**config.mk**
```make
export PLATFORM = sky130hd
export DESIGN_NAME = fft_mod_counter
export DESIGN_NICKNAME = d
export VERILOG_FILES = /design/src/rtl/fft_mod_counter.sv
export SDC_FILE = /design/constraint.sdc
export NUM_CORES = 1
export LEC_CHECK = 0
export CORE_MARGIN = 1
export CORE_UTILIZATION = 25
export CTS_CLUSTER_DIAMETER = 100
export DETAILED_ROUTE_END_ITERATION = 8
export GPL_TIMING_DRIVEN = 0
export PLACE_DENSITY_LB_ADDON = 0.12
export SYNTH_ARGS = -nofsm -noshare
export SYNTH_HDL_FRONTEND = slang
export SYNTH_SLANG_ARGS = --single-unit
```
**constraint.sdc**
```tcl
create_clock -name clk -period 3.5 [get_ports clk]
set_input_delay 0.7 -clock clk [delete_from_list [all_inputs] [get_ports clk]]
set_output_delay 0.7 -clock clk [all_outputs]
set_load 0.01 [all_outputs]
```
**src/rtl/fft_mod_counter.sv**
```systemverilog
// Modulo-MODULUS stride counter with up/down, load and a pass counter for FFT stage sequencing.
// Optional macro BIT_REVERSE_EN adds out_rev, the bit-reversed view of out.
module fft_mod_counter #(
    parameter int WIDTH   = 3,
    parameter int MODULUS = 5,
    parameter int PASSES  = 3,
    parameter int PASS_W  = 2
) (
    input  logic              clk,
    input  logic              rst_n,
    input  logic              sclr,
    input  logic              en,
    input  logic              load,
    input  logic [WIDTH-1:0]  load_val,
    input  logic [WIDTH-1:0]  step,
    input  logic              dir,
    output logic [WIDTH-1:0]  out,
`ifdef BIT_REVERSE_EN
    output logic [WIDTH-1:0]  out_rev,
`endif
    output logic              cout,
    output logic [PASS_W-1:0] pass_cnt,
    output logic              done,
    output logic              step_err
);

    // One extra bit so MODULUS == 2**WIDTH is representable.
    localparam logic [WIDTH:0]    MOD_W     = (WIDTH+1)'(MODULUS);
    localparam logic [PASS_W-1:0] PASS_LAST = PASS_W'(PASSES - 1);

    logic [WIDTH-1:0]  out_q, out_d;
    logic [PASS_W-1:0] pass_q, pass_d;
    logic              cout_q, cout_d;
    logic              done_q, done_d;
    logic              step_err_q, step_err_d;

    logic [WIDTH:0] cur_x, step_x, load_x, sum;

    always_comb begin
        cur_x      = {1'b0, out_q};
        step_x     = {1'b0, step};
        load_x     = {1'b0, load_val};
        sum        = cur_x + step_x;
        out_d      = out_q;
        pass_d     = pass_q;
        cout_d     = 1'b0;
        done_d     = 1'b0;
        step_err_d = 1'b0;

        if (sclr) begin
            out_d  = '0;
            pass_d = '0;
        end else if (load) begin
            out_d = (load_x < MOD_W) ? load_val : '0;
        end else if (en) begin
            if (step_x >= MOD_W) begin
                step_err_d = 1'b1;
            end else if (!dir) begin
                if (sum >= MOD_W) begin
                    out_d  = WIDTH'(sum - MOD_W);
                    cout_d = 1'b1;
                end else begin
                    out_d = WIDTH'(sum);
                end
            end else begin
                // step == 0 falls into the no-borrow branch and simply holds.
                if (out_q >= step) begin
                    out_d = out_q - step;
                end else begin
                    out_d  = WIDTH'(cur_x + MOD_W - step_x);
                    cout_d = 1'b1;
                end
            end

            if (cout_d) begin
                if (pass_q == PASS_LAST) begin
                    pass_d = '0;
                    done_d = 1'b1;
                end else begin
                    pass_d = pass_q + 1'b1;
                end
            end
        end
    end

    always_ff @(posedge clk or negedge rst_n) begin
        if (!rst_n) begin
            out_q      <= '0;
            pass_q     <= '0;
            cout_q     <= 1'b0;
            done_q     <= 1'b0;
            step_err_q <= 1'b0;
        end else begin
            out_q      <= out_d;
            pass_q     <= pass_d;
            cout_q     <= cout_d;
            done_q     <= done_d;
            step_err_q <= step_err_d;
        end
    end

    assign out      = out_q;
    assign pass_cnt = pass_q;
    assign cout     = cout_q;
    assign done     = done_q;
    assign step_err = step_err_q;

`ifdef BIT_REVERSE_EN
    always_comb begin
        out_rev = '0;
        for (int i = 0; i < WIDTH; i++) begin
            out_rev[i] = out_q[WIDTH-1-i];
        end
    end
`endif

endmodule

```
==> results of run 1 <==
[stage by stage]
step / power [mW] / cell area [µm²]
6_report: 0.296 / 1050
5_1_grt: 0.316 / 1050
4_1_cts: 0.298 / 1050
2_1_floorplan: 0.179 / 791
3_3_place_gp: 0.225 / 1030
3_5_place_dp: 0.226 / 1030
[state kept, by name, indices dropped and copies added, names as in the netlist]
signal / flops
cout: 1
done: 1
out: 3
pass_cnt: 2
step_err: 1
[metal layers]
layer | global-route usage | routed length (µm) | vias up
met5 | 0 | 0 | -
met4 | 0.0612 | 17 | 0
met3 | 0.0134 | 31 | 2
met2 | 0.195 | 867 | 15
met1 | 0.165 | 979 | 338
li1 | - | - | 361
[worst max-delay path: cells and delay by family]
| family | cells | cell delay, ns |
|---|---|---|
| compound gates | 4 | 0.88 |
| fa+ha+maj | 3 | 1.03 |
| buf+inv | 3 | 0.60 |
[layout make-up]
type | instances | area (µm²) | share of cell area
sequential | 8 | 200 | 0.191
timing repair buffer | 18 | 180 | 0.172
tap | 44 | 55.1 | 0.0525
clock buffer | 3 | 22.5 | 0.0215
inverter | 12 | 45.0 | 0.0430
buffer | 1 | 5.00 | 0.00477
multi-input combinational | 67 | 541 | 0.516
[final timing paths]
check | end | cells after the start | start | slack (ns)
max in group asynchronous | pass_cnt[0]$_DFFE_PN0P_ | 1 | rst_n | 2.52
hold / removal | done$_DFF_PN0_ | 1 | pass_cnt[0]$_DFFE_PN0P_ | 0.55
hold reg to reg | done$_DFF_PN0_ | 1 | pass_cnt[0]$_DFFE_PN0P_ | 0.55
setup reg to reg | pass_cnt[0]$_DFFE_PN0P_ | 9 | out[0]$_DFFE_PN0P_ | 0.93
setup / recovery | pass_cnt[0]$_DFFE_PN0P_ | 10 | step[0] | 0.43
min in group asynchronous | step_err$_DFF_PN0_ | 1 | rst_n | 0.72
[logic make-up after synthesis]
| family | after synthesis |
|---|---|
| DFF | 8 |
| and+or+nand+nor | 29 |
| AOI/OAI and AO/OA | 19 |
| muxes | 3 |
| buffers and inverters | 13 |
| adders and majority gates | 13 |
| xor gates and xnor gates | 3 |
[cells in the mapped netlist]
| cell | count | area share |
|---|---|---|
| xnor2_1 | 2 | 0.022 |
| xor2_1 | 1 | 0.011 |
| nor3b_1 | 2 | 0.019 |
| inv_1 | 12 | 0.057 |
| nand3b_1 | 1 | 0.0095 |
| nand2b_1 | 2 | 0.016 |
| o41ai_1 | 1 | 0.011 |
| and4_1 | 1 | 0.011 |
| a32o_1 | 2 | 0.025 |
| a31o_2 | 1 | 0.011 |
| o32a_1 | 1 | 0.013 |
| a311oi_2 | 1 | 0.019 |
| nand3_1 | 3 | 0.019 |
| ha_1 | 11 | 0.17 |
| nor2b_1 | 3 | 0.024 |
| a2111oi_0 | 1 | 0.011 |
| nor4b_1 | 2 | 0.022 |
| fa_1 | 2 | 0.051 |
| a31oi_1 | 2 | 0.016 |
| o21ai_2 | 1 | 0.011 |
| nor2_1 | 5 | 0.024 |
| or3_1 | 1 | 0.0079 |
| mux2i_1 | 3 | 0.038 |
| a41o_1 | 1 | 0.013 |
| nor4_1 | 1 | 0.0079 |
| clkbuf_2 | 1 | 0.0063 |
| o21ai_0 | 3 | 0.019 |
| a21oi_1 | 3 | 0.019 |
| o31ai_1 | 2 | 0.019 |
| nand2_1 | 6 | 0.028 |
| dfrtp_1 | 8 | 0.25 |
| nor3_1 | 2 | 0.013 |
[power groups by stage]
stage / registers (mW) / logic, mW / clock network, mW
final: 0.105 / 0.120 / 0.0709
after floorplan: 0.106 / 0.0734 / 0
after global placement: 0.106 / 0.119 / 0
after detailed placement: 0.106 / 0.120 / 0
after global routing: 0.105 / 0.134 / 0.0768
after CTS: 0.105 / 0.121 / 0.0723
==> impl_metrics.ini, run 1 <==
[worst_setup_path]
path_class = input port to flip-flop
end_kind = flip-flop
crit_path_cell_trace = clkdlybuf4s50_1 -> ha_1 -> fa_1 -> inv_1 -> ha_1 -> inv_1 -> o21ai_0 -> a311oi_2 -> a21oi_1 -> a31o_2
required_ns = 3.64
crit_arrival_ns = 3.21
start_kind = input port
worst-path-max-fanout = 4
slowest_stage = fa_1
slowest_delay_ns = 0.53

[sta]
report.final.slew_viol_count = 0
fin_tns_setup_ns = 0
finClkSkew_ns = 0.000410
worst_slack_ns = 0.429
setup-violations-final = 0
hold_viol = 0
relSlewSlack = 0.643
period_share = 0.877
fin_hold_ws_ns = 0.554
tightest_slew_ns = 0.532
rsz0062_at_grt = false
min_period_ns = 3.07
max_freq_mhz = 326

[routing]
drtPass1Iterations = 4
first_iter_violations = 25
wl_mm = 1.90
ant_nets = 0
via_count = 716
drc_errors = 0
post_drt_wl_per_cell_um = 12.4
via_per_inst = 4.68

[logic_synthesis]
synth_top_family_by_area = adder cells
synth_compound_area_frac = 0.187
yosys_register_bits = 8
muxShareOfSynthArea = 0.0380
synthCells = 88
synthXorXnorAreaFrac = 0.0332
postSynthAreaPerCell_um2 = 8.99
yosysWarnings = 0
post_synth_num_cell_types = 32
synthAdderAreaFrac = 0.225
synth-seq-area-share = 0.253
synth_nets = 113
synth.cell_area_um2 = 791
synthSimpleGateAreaFrac = 0.201

[clock_network]
ctsHoldBuffers = 0
cts_setup_buffers = 0
ctsHtreeMaxLevel = 1
numCtsBuffers = 3
insertion_delay_ns = 0.25
root_buffer = clkbuf_4
cts-resized-gates = 0
clockBufferDepth = 2
cts_tree = built
path_clk_slew_ns = 0.05
clock_sinks = 8

[floorplan]
ioPinCount = 20
dieArea_um2 = 3390
initial_core_util = 0.261
die_h_um = 58.2
num_rows = 20
fp.coreArea_um2 = 3030
die_w_um = 58.2

[finish]
area_growth_pct = 32.6
fill_cells = 314
layout_common_cells = clkdlybuf4s50_1 (18), inv_1 (12), ha_1 (11), dfrtp_1 (8), nand2_1 (6)
final_common_cell = clkdlybuf4s50_1
finish.utilization = 0.346
diodes = 0
drive_above_1_share = 0.0642
fin_cells = 153
nets = 136

[placement]
placedCellCount = 150
dpl.hpwl_mm = 1.52
port_buffers = 18
gp_congestion = 0.730
place_ws_ns = 0.168

[grt]
grt_pass1_wl_mm = 3.15
antenna_found_initial = 0
grt_pass1_vias = 705
grt_usage = 0.123
grt_start_max_net_pins = 10
grt_overflow = 0

[power_and_ir_drop]
clkPwrFrac = 0.240
seqPwrFrac = 0.354
vdd_drop_max_mv = 0.0668
p_int_uw = 191
power_density_nw_per_um2 = 282
switching_power_uw = 104
p_comb_frac = 0.406
switching_share = 0.354
power_leakage_nw = 0.476

[status]
status = finished clean

[job]
maxCapViolations = 0

[hold_path]
hp-class = flip-flop to flip-flop
No activity file was read; power rests on OpenSTA's default activity.
==> inputs of run 2 (changes only) <==
Settings changed: CORE_MARGIN 1 to 4.
==> impl_metrics.ini, run 2 (synthesis results as in run 1) <==
[clock_network]
ctsHoldBuffers = 0
path_clk_slew_ns = 0.05
clock_sinks = 8
cts-resized-gates = 0
insertion_delay_ns = 0.25
ctsHtreeMaxLevel = 1
cts_setup_buffers = 0
clockBufferDepth = 2
root_buffer = clkbuf_4
numCtsBuffers = 3
cts_tree = built

[status]
status = finished clean

[grt]
antenna_found_initial = 0
grt_pass1_wl_mm = 3.23
grt_pass1_vias = 723
grt_overflow = 0
grt_usage = 0.100
grt_start_max_net_pins = 10

[worst_setup_path]
path_class = input port to flip-flop
crit_buf_inv = 3
start_kind = input port
crit_path_cell_trace = clkdlybuf4s50_1 -> ha_1 -> fa_1 -> inv_1 -> ha_1 -> inv_1 -> o21ai_0 -> a311oi_2 -> a21oi_1 -> a41o_1
end_kind = flip-flop
slowest_stage = fa_1
critPathTopFamily = adder cells
crit_arrival_ns = 3.20
worst-path-max-fanout = 4
slowest_delay_ns = 0.53
required_ns = 3.63

[floorplan]
num_rows = 20
dieArea_um2 = 4130
initial_core_util = 0.261
fp.coreArea_um2 = 3030
die_h_um = 64.2
ioPinCount = 20
die_w_um = 64.2

[sta]
worst_slack_ns = 0.431
min_period_ns = 3.07
hold_viol = 0
setup-violations-final = 0
period_share = 0.877
rsz0062_at_grt = false
fin_tns_setup_ns = 0
tightest_slew_ns = 0.474
finClkSkew_ns = 0.000244
max_freq_mhz = 326
report.final.slew_viol_count = 0
relSlewSlack = 0.682

[routing]
via_per_inst = 4.64
drc_errors = 0
drtPass1Iterations = 4
wl_mm = 1.93
first_iter_violations = 23
ant_nets = 0
post_drt_wl_per_cell_um = 12.6
via_count = 710

[power_and_ir_drop]
switching_power_uw = 102
p_int_uw = 191
seqPwrFrac = 0.356
power_density_nw_per_um2 = 280
switching_share = 0.347
clkPwrFrac = 0.230
p_total_uw = 293
vdd_drop_max_mv = 0.0644
power_leakage_nw = 0.476
p_comb_frac = 0.414

[hold_path]
hp-class = flip-flop to flip-flop

[finish]
drive_above_1_share = 0.0642
largest_reg_flops = 3
fill_cells = 317
final_common_cell = clkdlybuf4s50_1
area_growth_pct = 32.6
diodes = 0
nets = 136
layout_common_cells = clkdlybuf4s50_1 (18), inv_1 (12), ha_1 (11), dfrtp_1 (8), nand2_1 (6)

[placement]
dpl.hpwl_mm = 1.58
port_buffers = 18
place_ws_ns = 0.172
gp_congestion = 0.788

[job]
maxCapViolations = 0
run 2: worst paths after layout:
check / from / depth (start not counted) / slack [ns] / to
max: step[0] / 10 / 0.43 / pass_cnt[1]$_DFFE_PN0P_
min: pass_cnt[0]$_DFFE_PN0P_ / 1 / 0.53 / done$_DFF_PN0_
max reg2reg: out[0]$_DFFE_PN0P_ / 9 / 0.94 / pass_cnt[1]$_DFFE_PN0P_
min reg2reg: pass_cnt[0]$_DFFE_PN0P_ / 1 / 0.53 / done$_DFF_PN0_
max in group asynchronous: rst_n / 1 / 2.53 / out[2]$_DFFE_PN0P_
min in group asynchronous: rst_n / 1 / 0.72 / step_err$_DFF_PN0_
run 2: layer usage:
metal | GRT usage | vias to the layer above | part of all wire
met3 | 0.0281 | 4 | 0.054
met4 | 0.0607 | 0 | 0.012
met5 | 0 | - | 0
met1 | 0.122 | 332 | 0.48
li1 | - | 360 | -
met2 | 0.156 | 14 | 0.46
run 2: area by class of cell:
cell class | count | area [µm²] | area share
timing repair buffer | 18 | 180 | 0.172
clock buffer | 3 | 22.5 | 0.0215
buffer | 1 | 5.00 | 0.00477
inverter | 12 | 45.0 | 0.0430
sequential | 8 | 200 | 0.191
multi-input combinational | 67 | 541 | 0.516
tap | 44 | 55.1 | 0.0525
run 2: power by group through the flow:
stage,logic (mW),registers (mW),clock network (mW)
global route,0.135,0.105,0.0775
floorplan,0.0734,0.106,0
detailed placement,0.121,0.106,0
CTS,0.122,0.104,0.0722
global placement,0.121,0.106,0
finish,0.121,0.104,0.0676
run 2: stage by stage:
stage	area (µm²)	std cells	util	hold WS (ns)
after floorplan	791	88	-	0.404
after global placement	1030	150	0.339	0.525
after detailed placement	1030	150	0.339	0.523
after CTS	1050	153	0.346	0.533
after global routing	1050	153	0.346	0.581
final	1050	153	0.346	0.530
